File: src/rtl/psr_unit.sv
// ============================================================================
// Module      : psr_unit
// Description : Processor status register behind the ARC ALU. It latches the
//               {N,Z,V,C} flags, holds the trap state and saved PSR, and
//               produces a registered branch decision.
//               Optional macro PSR_FWD_EN forwards same-cycle CC writes into
//               branch evaluation.
// Revision    : 1.0 - initial release
// ============================================================================
`default_nettype none

module psr_unit #(
  parameter logic [3:0] PSR_RESET = 4'b0000,
  parameter logic       ET_RESET  = 1'b1
) (
  input  logic       clk,
  input  logic       rst_n,
  input  logic [3:0] alu_psr,
  input  logic [3:0] alu_func,
  input  logic       cc_we,
  input  logic       br_eval,
  input  logic [3:0] cond,
  input  logic       trap_req,
  input  logic       rett,
  output logic [3:0] psr_q,
  output logic       et,
  output logic [3:0] spsr_q,
  output logic       br_valid,
  output logic       br_taken,
  output logic       err
);

  localparam logic [3:0] FUNC_ADDCC = 4'd3;

  localparam logic [3:0] COND_BE   = 4'b0001;
  localparam logic [3:0] COND_BCS  = 4'b0101;
  localparam logic [3:0] COND_BNEG = 4'b0110;
  localparam logic [3:0] COND_BVS  = 4'b0111;
  localparam logic [3:0] COND_BA   = 4'b1000;

  typedef enum logic [0:0] {
    RUN     = 1'b0,
    TRAPPED = 1'b1
  } state_t;

  state_t     state;
  state_t     state_nxt;
  logic [3:0] psr_nxt;
  logic [3:0] spsr_nxt;
  logic       et_nxt;
  logic       err_nxt;
  logic       br_valid_nxt;
  logic       br_taken_nxt;

  logic       cc_func;
  logic [3:0] cc_val;
  logic       squash;
  logic       cc_commit;
  logic [3:0] br_flags;

  // Flag layout is {N,Z,V,C}
  function automatic logic cond_taken(input logic [3:0] c, input logic [3:0] f);
    logic t;
    t = 1'b0;
    case (c)
      COND_BE:   t = f[2];
      COND_BCS:  t = f[0];
      COND_BNEG: t = f[3];
      COND_BVS:  t = f[1];
      COND_BA:   t = 1'b1;
      default:   t = 1'b0;
    endcase
    return t;
  endfunction

  // Only ANDCC/ORCC/NORCC/ADDCC (codes 0..3) touch the flags.
  assign cc_func = (alu_func[3:2] == 2'b00);

  always_comb begin
    cc_val = {alu_psr[3:2], 2'b00};
    if (alu_func == FUNC_ADDCC) begin
      cc_val = alu_psr;
    end
  end

  // A trap or return squashes the instruction in the same slot.
  assign squash    = trap_req | rett;
  assign cc_commit = cc_we & cc_func & ~squash;

`ifdef PSR_FWD_EN
  assign br_flags = cc_commit ? cc_val : psr_q;
`else
  assign br_flags = psr_q;
`endif

  always_comb begin
    state_nxt = state;
    psr_nxt   = cc_commit ? cc_val : psr_q;
    spsr_nxt  = spsr_q;
    et_nxt    = et;
    err_nxt   = err;

    case (state)
      RUN: begin
        if (trap_req) begin
          spsr_nxt  = psr_q;
          et_nxt    = 1'b0;
          state_nxt = TRAPPED;
        end else if (rett) begin
          err_nxt = 1'b1;
        end
      end
      TRAPPED: begin
        if (trap_req) begin
          err_nxt = 1'b1;
        end else if (rett) begin
          psr_nxt   = spsr_q;
          et_nxt    = 1'b1;
          state_nxt = RUN;
        end
      end
      default: begin
        state_nxt = RUN;
      end
    endcase

    br_valid_nxt = br_eval & ~trap_req;
    br_taken_nxt = br_valid_nxt & cond_taken(cond, br_flags);
  end

  always_ff @(posedge clk or negedge rst_n) begin
    if (!rst_n) begin
      state    <= RUN;
      psr_q    <= PSR_RESET;
      spsr_q   <= 4'b0000;
      et       <= ET_RESET;
      err      <= 1'b0;
      br_valid <= 1'b0;
      br_taken <= 1'b0;
    end else begin
      state    <= state_nxt;
      psr_q    <= psr_nxt;
      spsr_q   <= spsr_nxt;
      et       <= et_nxt;
      err      <= err_nxt;
      br_valid <= br_valid_nxt;
      br_taken <= br_taken_nxt;
    end
  end

endmodule

`default_nettype wire

File: config.mk
export PLATFORM = sky130hd
export DESIGN_NAME = psr_unit
export DESIGN_NICKNAME = d
export VERILOG_FILES = /design/src/rtl/psr_unit.sv
export SDC_FILE = /design/constraint.sdc
export NUM_CORES = 1
export LEC_CHECK = 0
export CAP_MARGIN = 5
export CELL_PAD_IN_SITES_DETAIL_PLACEMENT = 1
export CELL_PAD_IN_SITES_GLOBAL_PLACEMENT = 1
export CORE_MARGIN = 1.5
export CORE_UTILIZATION = 26
export DETAILED_ROUTE_END_ITERATION = 6
export GPL_ROUTABILITY_DRIVEN = 0
export PLACE_DENSITY = 0.76
export SLEW_MARGIN = 10
export SYNTH_ARGS = -nofsm -noshare
export SYNTH_HDL_FRONTEND = slang
export SYNTH_SLANG_ARGS = --single-unit
File: constraint.sdc
create_clock -name clk -period 1.1 [get_ports clk]
set_input_delay 0.22 -clock clk [delete_from_list [all_inputs] [get_ports clk]]
set_output_delay 0.22 -clock clk [all_outputs]
set_load 0.05 [all_outputs]
==> impl_metrics.ini <==
[clock_tree]
clock_latency_ns = 0.27
cts_buffer_depth = 2
clockRootBuffer = clkbuf_4
clock-sinks = 13
htree_levels = 1
clk_pin_slew_ns = 0.08
cts_tree = built
cts_buffers = 3

[placed_design]
hpwl_um = 1570
port_buffers = 29
dp_cells = 124
placed_area_mm2 = 0.00116

[routing]
vias = 640
wl_um = 2060
ant_nets = 0
dr.pass1.iters = 4
drc_errors = 0
vias_per_cell = 4.74
wire_per_inst_um = 15.3
drtIter0Drc = 7

[timing]
tightest_slew_ns = 0.250
rsz0062_at_grt = yes
fin_skew_ns = 0.00507
slew_headroom_pct = 83.2
hold_viol_final = 0
clock.fmax_mhz = 790
fin_crit_sh_pct = 115
drv_slew = 0
setup_viol = 11
period_minus_slack_ns = 1.27
worst_slack_ns = -0.165

[power_and_ir_drop]
max-vdd-ir-drop_uv = 1400
powerDensity_mw_per_mm2 = 1750
cellLeakagePower_nw = 0.568

[finish]
area_delta_synth_final_pct = 107
final_area_mm2 = 0.00126
finalNonFillerCells = 135
drive_above_1_share_pct = 51.4
final_util_pct = 57.1
fill_cells = 250
antenna_cells = 0
nets = 126

[die]
initial_utilization_pct = 27.6
fp-row-count = 17
ios = 30
die_x_um = 51.5
core_area_mm2 = 0.00221
die_area_mm2 = 0.00265
die_h_um = 51.5

[synthesis]
synth_top_family_by_area = simple AND/OR/NAND/NOR gates
yosysSeqAreaShare_pct = 53.5
synth_mux_area_share_pct = 7.38
synth_seq_cells = 13
synthAdderAreaFrac_pct = 0
yosys.area_share.simple_pct = 19.7
synthesis.nets = 71
synth_area_um2 = 611
synth.distinct_cells = 23
netlist_instances = 53
synth-compound-area-share_pct = 17.6
yosysWarningCount = 0
synth_xor_area_share_pct = 0
syn_avg_cell_area_um2 = 11.5

[min_path]
min_path_type = input pin to asynchronous set/reset pin

[critical_path]
crit_fanout = 3
start_kind = input pin
cp.required_ns = 1.25
end_kind = register
cp_data_arrival_time_ns = 1.41
crit_type = input pin to register

[global_route]
grt_max_degree = 11
grt_first_pass_wirelength_um = 3450
groute.usage.overall_pct = 18.2
antenna_found_initial = 0
grt_pass1_vias = 760
grt-ovfl-total = 0

[status]
violations = setup timing
outcome = finished with violations

[job]
cap_viol_max_count = 0
==> metrics by stage <==
step | TNS (ns) | hold WS, ns | setup WS (ns) | power (W)
after floorplan | -1.27 | -0.0756 | -0.339 | 0.00112
after global placement | -5.30 | 0.436 | -0.754 | 0.00176
after detailed placement | -5.87 | 0.440 | -0.792 | 0.00177
after CTS | -0.902 | 0.144 | -0.156 | 0.00222
after global routing | -1.33 | 0.158 | -0.185 | 0.00231
final | -0.970 | 0.149 | -0.165 | 0.00221
==> layout by cell type, fill, tap and decap left out, drive strengths merged <==
| cell | synthesis | routed |
|---|---|---|
| inv | 3 | 3 |
| a221o | 2 | 2 |
| and2 | 2 | 2 |
| nand2 | 3 | 3 |
| nand3b | 1 | 1 |
| clkbuf | 0 | 5 |
| o31ai | 2 | 2 |
| dfstp | 1 | 1 |
| or2b | 1 | 1 |
| o21ai | 2 | 2 |
| buf | 0 | 36 |
| nor3b | 2 | 2 |
| and3b | 1 | 1 |
| or3 | 1 | 1 |
| a21o | 1 | 1 |
| or2 | 1 | 1 |
| o211ai | 4 | 4 |
| clkdlybuf4s50 | 0 | 13 |
| a221oi | 1 | 1 |
| nand3 | 3 | 3 |
| mux2 | 4 | 4 |
| a21oi | 3 | 3 |
| nor2 | 1 | 1 |
| and2b | 1 | 1 |
| dfrtp | 12 | 12 |
| or4b | 1 | 1 |
==> worst paths after layout <==
path	startpoint	slack [ns]	endpoint	cells after the start
max	alu_func[2]	-0.17	psr_q[3]	4
min	rst_n	0.15	spsr_q[3]	1
max reg2reg	state	-0.07	psr_q[2]	3
min reg2reg	err	0.55	err	2
max in group asynchronous	rst_n	0.54	psr_q[0]	2
min in group clk	trap_req	0.26	et	3
==> registers in the layout, summed over array words and instances (netlist names) <==
register  count
state         1
psr_q         4
spsr_q        4
br_taken      1
et            1
err           1
br_valid      1
==> power breakdown <==
part	internal [W]	switching (W)
logic	0.000683	0.000547
clock network	0.000140	0.000150
registers	0.000579	0.000111
==> per-layer routing <==
metal	up-vias	track usage [%]	routed length, um
met5	-	0	0
met4	0	7.46	38
met3	6	3.80	99
met2	23	30.8	1010
met1	303	22.3	911
li1	308	-	-
==> timing repair <==
item / in CTS / in global routing
setup buffers: 7 / 0
endpoints found under the setup margin: 16 / 16
gates resized for setup: 22 / 3
pin swaps: 3 / 3
hold buffers: 0 / 0
cloned: 0 / 0
==> area by class of cell <==
class | count | area, um^2 | area share (%)
inverters | 3 | 11.3 | 0.892
repair buffers | 50 | 576 | 45.6
multi-input cells | 37 | 285 | 22.6
flip-flops and latches | 13 | 329 | 26.1
well taps | 28 | 35.0 | 2.78
clock buffers | 4 | 26.3 | 2.08
==> cells in the mapped netlist (all sizes together) <==
master	n	share of area (%)
a21o	1	1.4
a21oi	3	2.5
a221o	2	3.3
a221oi	1	1.4
and2	2	2.0
and2b	1	1.4
and3b	1	1.6
dfrtp	12	49
dfstp	1	4.3
inv	3	1.8
mux2	4	7.4
nand2	3	1.8
nand3	3	2.5
nand3b	1	1.2
nor2	1	0.61
nor3b	2	2.5
o211ai	4	4.9
o21ai	2	1.6
o31ai	2	2.5
or2	1	1.4
or2b	1	1.2
or3	1	1.0
or4b	1	2.3
==> worst max-delay path, stage by stage <==
cell     delay (ns)
buf_6          0.09
or4b_4         0.53
or2_4          0.28
a221o_1        0.30
==> cell families (layout without fill, tap and decap cells) <==
family	after synthesis	after routing
AO/OA/AOI/OAI	15	15
buffers and inverters	3	57
flip-flops	13	13
multiplexers	4	4
AND/OR/NAND/NOR	18	18
(Power assumes the default switching activity.)
